==> config.mk <==
export PLATFORM = sky130hd
export DESIGN_NAME = cache_mem_arbiter
export DESIGN_NICKNAME = d
export VERILOG_FILES = /design/src/rtl/cache_mem_arbiter.sv
export SDC_FILE = /design/constraint.sdc
export NUM_CORES = 1
export LEC_CHECK = 0
export CORE_AREA = 5 5 286 288
export DETAILED_ROUTE_END_ITERATION = 8
export DIE_AREA = 0 0 291 293
export GPL_TIMING_DRIVEN = 0
export PLACE_DENSITY = 0.35
export SLEW_MARGIN = 25
export SYNTH_ARGS = -nofsm -noshare
export SYNTH_HDL_FRONTEND = slang
export SYNTH_SLANG_ARGS = --single-unit
==> constraint.sdc <==
create_clock -name clk -period 1.7 [get_ports clk]
set_input_delay 0.17 -clock clk [delete_from_list [all_inputs] [get_ports clk]]
set_output_delay 0.17 -clock clk [all_outputs]
set_load 0.01 [all_outputs]
==> src/rtl/cache_mem_arbiter.sv <==
// cache_mem_arbiter: round-robin sharing of one memory line port between I-cache and D-cache; perf counters built when CACHE_ARB_PERF_EN is defined
module cache_mem_arbiter #(
  parameter int ADDR_WIDTH = 16,
  parameter int LINE_WIDTH = 128
) (
  input  logic                  clk,
  input  logic                  reset_n,
  input  logic                  icache_read,
  input  logic [ADDR_WIDTH-1:0] icache_address,
  output logic [LINE_WIDTH-1:0] icache_rdata,
  output logic                  icache_resp,
  input  logic                  dcache_read,
  input  logic                  dcache_write,
  input  logic [ADDR_WIDTH-1:0] dcache_address,
  input  logic [LINE_WIDTH-1:0] dcache_wdata,
  output logic [LINE_WIDTH-1:0] dcache_rdata,
  output logic                  dcache_resp,
  output logic                  pmem_read,
  output logic                  pmem_write,
  output logic [ADDR_WIDTH-1:0] pmem_address,
  output logic [LINE_WIDTH-1:0] pmem_wdata,
  input  logic [LINE_WIDTH-1:0] pmem_rdata,
  input  logic                  pmem_resp,
  output logic [15:0]           perf_i_grants,
  output logic [15:0]           perf_d_grants,
  output logic [15:0]           perf_conflicts
);
  typedef enum logic [1:0] {IDLE, SERVE_I, SERVE_D} state_t;
  state_t                state;
  logic                  last_grant;
  logic                  is_write_q;
  logic [ADDR_WIDTH-1:0] addr_q;
  logic [LINE_WIDTH-1:0] wdata_q;
  logic                  i_req, d_req, grant, grant_d;
  assign i_req   = icache_read;
  assign d_req   = dcache_read | dcache_write;
  assign grant   = (state == IDLE) && (i_req || d_req);
  assign grant_d = d_req && (!i_req || !last_grant);
  // Arbitrate in IDLE, latch the winner's request, hold it until memory completes
  always_ff @(posedge clk or negedge reset_n) begin
    if (!reset_n) begin
      state      <= IDLE;
      last_grant <= 1'b0;
      is_write_q <= 1'b0;
      addr_q     <= '0;
      wdata_q    <= '0;
    end else if (state == IDLE) begin
      if (grant) begin
        state      <= grant_d ? SERVE_D : SERVE_I;
        last_grant <= grant_d;
        is_write_q <= grant_d && dcache_write;
        addr_q     <= grant_d ? dcache_address : icache_address;
        wdata_q    <= grant_d ? dcache_wdata : '0;
      end
    end else if (pmem_resp) begin
      state <= IDLE;
    end
  end
  assign pmem_read    = (state != IDLE) && !is_write_q;
  assign pmem_write   = (state != IDLE) && is_write_q;
  assign pmem_address = addr_q;
  assign pmem_wdata   = wdata_q;
  assign icache_resp  = (state == SERVE_I) && pmem_resp;
  assign dcache_resp  = (state == SERVE_D) && pmem_resp;
  assign icache_rdata = icache_resp ? pmem_rdata : '0;
  assign dcache_rdata = dcache_resp ? pmem_rdata : '0;
`ifdef CACHE_ARB_PERF_EN
  logic conflict;
  assign conflict = (state == IDLE) && i_req && d_req;
  // Saturating grant and contention counters, cleared only by reset
  always_ff @(posedge clk or negedge reset_n) begin
    if (!reset_n) begin
      perf_i_grants  <= '0;
      perf_d_grants  <= '0;
      perf_conflicts <= '0;
    end else begin
      if (grant && !grant_d && perf_i_grants != 16'hFFFF) perf_i_grants <= perf_i_grants + 16'd1;
      if (grant && grant_d && perf_d_grants != 16'hFFFF) perf_d_grants <= perf_d_grants + 16'd1;
      if (conflict && perf_conflicts != 16'hFFFF) perf_conflicts <= perf_conflicts + 16'd1;
    end
  end
`else
  assign perf_i_grants  = '0;
  assign perf_d_grants  = '0;
  assign perf_conflicts = '0;
`endif
endmodule

# After elaboration in Yosys (flattened, before gate mapping)
# Index checks and enable logic that the tools add are counted.
# word_totals
wordCells	34
ff_bits	148
out_inout_bits	452
ramBits	0
latch_bits	0
mem_bits_ro	0
input_bits	294
n_memories	0
# classes
n_addsub	0
magnitude_cmp	0
n_reduce_logical	17
eq_ne	3
shift	0
multipliers	0
bitwise	1
div_mod_pow	0
n_mux	8
# op_table
op	n
two-way mux 128 bit	3
two-way mux 16 bit	1
two-way mux 2 bit	4
logical AND 1 bit	7
AND reduction 2 bit	2
nonzero test 2 bit	2
zero test 1 bit	3
equality test 2 x 1 -> 1 bit, second input constant	1
equality test 2 bit, second input constant	1
zero test 2 bit	1
logical OR 1 bit	2
inequality test 2 bit, second input constant	1
bitwise OR 1 bit	1

# Logic depth before layout (Yosys ltp)
# depth
word_depth	6
mapped_depth	5
mapped_depth_nobuf	3

# Worst setup path before layout
# OpenSTA, ideal clock, no wires.
# synth_path
path_kind	register to register
start	register last_grant
end	register addr_q[10], in the netlist pmem_address[10]
path_buffers	1
stages_incl_launch_ff	5
required_ps	1575
arrival_time_ps	1311
period_less_slack_ps	1436
setup_time_ps	125
path_slack_ps	264
path_cell_list	dfrtp_1 > o2bb2ai_4 > buf_6 > mux2_4 > mux2_2
# synth_via
elab_chain_len	4
# synth_rtl
element	line	source
start, declared	30	logic last_grant;
start signal, assigned	50	last_grant <= grant_d;
zero test 1 bit	38	assign grant_d = d_req && (!i_req || !last_grant);
logical OR 1 bit	38	
logical AND 1 bit	38	
two-way mux 16 bit	52	addr_q <= grant_d ? dcache_address : icache_address;
end signal, assigned	52	
end, declared	32	logic [ADDR_WIDTH-1:0] addr_q;
# Every way passes these cells.
# A chain may end at the register's enable or synchronous reset.

# Worst setup path after layout
# layout_path
start	register state[1]
end	output icache_rdata[32]
# layout_via
elab_chain_len	3
# layout_rtl
element	line	source
start, declared	29	state_t state;
start signal, assigned	49	state <= grant_d ? SERVE_D : SERVE_I;
equality test 2 x 1 -> 1 bit	63	assign icache_resp = (state == SERVE_I) && pmem_resp;
logical AND 1 bit	63	
two-way mux 128 bit	65	assign icache_rdata = icache_resp ? pmem_rdata : '0;
end, declared	10	output logic [LINE_WIDTH-1:0] icache_rdata,
# Every way passes these cells.

==> results.yml <==
global_routing:
  antenna_found_initial: 25
  grt_pass1_vias: 8885
  grt_max_degree: 81
  grt_pass1_wl_um: 74200
  track_usage: 0.123
  grt-ovfl-total: 0
floorplanning:
  chipWidth_um: 291
  core_sq_um: 78600
  die_h_um: 293
  ioPinCount: 746
  die_area_sq_um: 85300
  start_util: 0.0972
  row_count: 103
synthesis:
  synth.area.top_cells: "dfrtp_1, and2_1, a22o_1"
  synth_cell_types: 21
  synth_area_per_cell_sq_um: 11.1
  synth_top_area_frac: 0.485
  synthCells: 687
  yosys.area.top_type: "dfrtp_1"
  yosys_register_bits: 148
  syn_area_sq_um: 7640
  yosys_warnings: 0
  synth_seq_area_share: 0.485
cts:
  cts_tree: "done"
  clk_pin_slew_ps: 80
  cts_made_buffers: 17
  cts.sinks: 148
  worstSkewPairLatency_ps: 470
  cts_max_level: 4
  clock_path_buffers: 2
  root_buffer: "clkbuf_16"
drt:
  post-route-drc-count: 0
  wl_per_cell_um: 22.2
  vias: 8445
  detail_route.first_pass.iterations: 4
  routed_wl_um: 56500
  drt_iter0_markers: 212
  ant_nets: 0
  viasPerCell: 3.32
timing:
  rsz0062_at_grt: "true"
  finalHoldViolations: 0
  fin_crit_sh: 1.24
  max_slew_margin: 0.501
  setup_ws_ps: -405
  period_needed_ps: 2100
  setup_viol: 357
  holdWs_ps: 239
  worstMarginPinSlew_ps: 748
  slew_viol_final: 0
  finalClockSkew_ps: 18.8
  timing.fmax_mhz: 475
run_status:
  violations: "setup timing"
  status: "complete, but fails checks"
min_path:
  hp-class: "in2async"
finish:
  fillers: 8570
  drive_above_1_share: 0.340
  syn2layout_area_growth_pct: 128
  fin_nets: 1771
critical_path:
  crit_fanout: 8
  crit_top_cell: "buf_12"
  r2r.worst_path.cells: 5
  cp_slowest_cell: "dfrtp_2"
  reg2reg_from: "last_grant"
  r2r_slack_ps: -220
  startpoint_type: "flip-flop"
  critPathKind: "reg2out"
  cp_num_buf_inv: 4
  r2r-end: "pmem_wdata[89]"
  cp-end-kind: "output port"
  setup.worst_path.start: "state[1]"
  cpPeakStageDelay_ps: 430
  crit_path_cell_trace: "nor3b_4 -> buf_12 -> buf_12 -> buf_8 -> and2_1 -> clkdlybuf4s15_1"
  crit_family: "buffers and inverters"
  arrival_ps: 1930
  required_ps: 1530
power:
  p_per_area_nw_per_um2: 1380
  leakagePower_nw: 7.89
  max-vdd-ir-drop_uv: 826
place:
  dp_hpwl_um: 47200
  portBuffers: 697
  preCtsSetupSlack_ps: -1400
  gp_congestion: 0.826
job:
  cap_violations: 0
==> report_power, final <==
part           internal (W)  switching [W]
clock network       0.00224        0.00177
logic               0.00779        0.00622
registers           0.00507       0.000874
total                0.0151        0.00886
==> worst max path at each step <==
| stage | slack, ps | cells past startpoint | endpoint |
|---|---|---|---|
| final | -400 | 6 | icache_rdata[32] |
| after global placement | -6530 | 1 | pmem_address[10] |
| after floorplan | 260 | 4 | pmem_address[10] |
| after CTS | -500 | 7 | icache_rdata[116] |
| after global routing | -530 | 7 | icache_rdata[116] |
| after detailed placement | -1400 | 7 | icache_rdata[55] |
==> cell usage in the layout (no fill, tap or decap), types with 2 or more instances in the layout <==
cell type / netlist / layout
buf_12: 0 / 4
buf_16: 0 / 3
diode_2: 0 / 4
clkinv_2: 0 / 2
clkdlybuf4s50_1: 0 / 436
clkdlybuf4s15_2: 0 / 18
inv_6: 0 / 6
nor2_4: 0 / 2
a21o_1: 2 / 2
bufinv_16: 0 / 2
clkdlybuf4s15_1: 0 / 7
mux2_2: 23 / 23
dlygate4sd2_1: 0 / 22
dfrtp_2: 0 / 2
buf_2: 14 / 68
a22o_1: 129 / 129
and2_4: 0 / 74
buf_8: 0 / 23
inv_8: 0 / 2
buf_4: 62 / 83
clkbuf_2: 24 / 43
clkbuf_16: 0 / 36
conb_1: 1 / 48
mux2_4: 9 / 9
dfrtp_1: 148 / 146
buf_6: 1 / 100
clkbuf_1: 6 / 4
inv_1: 2 / 2
and2_1: 256 / 182
==> registers in the layout, indices dropped and copies added (netlist names) <==
register      cells
is_write_q        1
last_grant        1
pmem_address     16
pmem_wdata      128
state             2
==> logic make-up after synthesis <==
group,count (synthesis),synth area share
DFF,148,0.485
buffers and inverters,109,0.0912
muxes,32,0.0516
and+or+nand+nor,263,0.216
AOI/OAI and AO/OA,134,0.156
other,1,0.000491
==> through the flow <==
stage / power [W] / util / setup TNS, ps / instance area [sq um] / std cells
3_3_place_gp: 0.0192 / 0.205 / -1330500 / 16100 / 2481
6_report: 0.0240 / 0.221 / -91180 / 17400 / 2544
2_1_floorplan: 0.0114 / - / 0 / 7820 / 734
5_1_grt: 0.0255 / 0.221 / -138500 / 17400 / 2542
3_5_place_dp: 0.0191 / 0.205 / -387820 / 16100 / 2482
4_1_cts: 0.0235 / 0.217 / -140450 / 17000 / 2521
==> synth_stat cells <==
cell type	count
o2bb2ai_1	1
nor2b_1	1
clkbuf_1	6
dfrtp_1	148
buf_6	1
a22o_1	129
buf_4	62
o2bb2ai_4	1
o31ai_1	1
conb_1	1
inv_1	2
nand2_1	1
nor3b_2	1
mux2_4	9
a21o_1	2
buf_2	14
nor3_4	1
clkbuf_2	24
mux2_2	23
and2_1	256
nor2_1	3
==> what timing repair did <==
item	in CTS	in global routing
hold buffers	1	0
gates cloned	1	17
setup endpoints to repair	390	405
setup buffers	6	3
gates resized for setup	745	480
pin swaps	5	33
endpoints found under the hold margin	68	0
==> metal layers <==
layer / GRT usage / share of wire
met4: 0.0285 / 0.019
met1: 0.126 / 0.36
met2: 0.234 / 0.54
met5: 0 / 0.00080
met3: 0.0494 / 0.079
==> area by class of cell <==
cell class | instances | area, sq um | area share
Antenna cell | 4 | 10.0 | 0.000575
Buffer | 106 | 1040 | 0.0596
Clock buffer | 18 | 439 | 0.0252
Clock inverter | 14 | 161 | 0.00927
Inverter | 2 | 7.51 | 0.000431
Multi-Input combinational cell | 477 | 3620 | 0.208
Sequential cell | 148 | 3710 | 0.213
Tap cell | 1050 | 1310 | 0.0755
Timing Repair Buffer | 725 | 7110 | 0.408
Note: power is estimated with default switching activity, not from simulation.
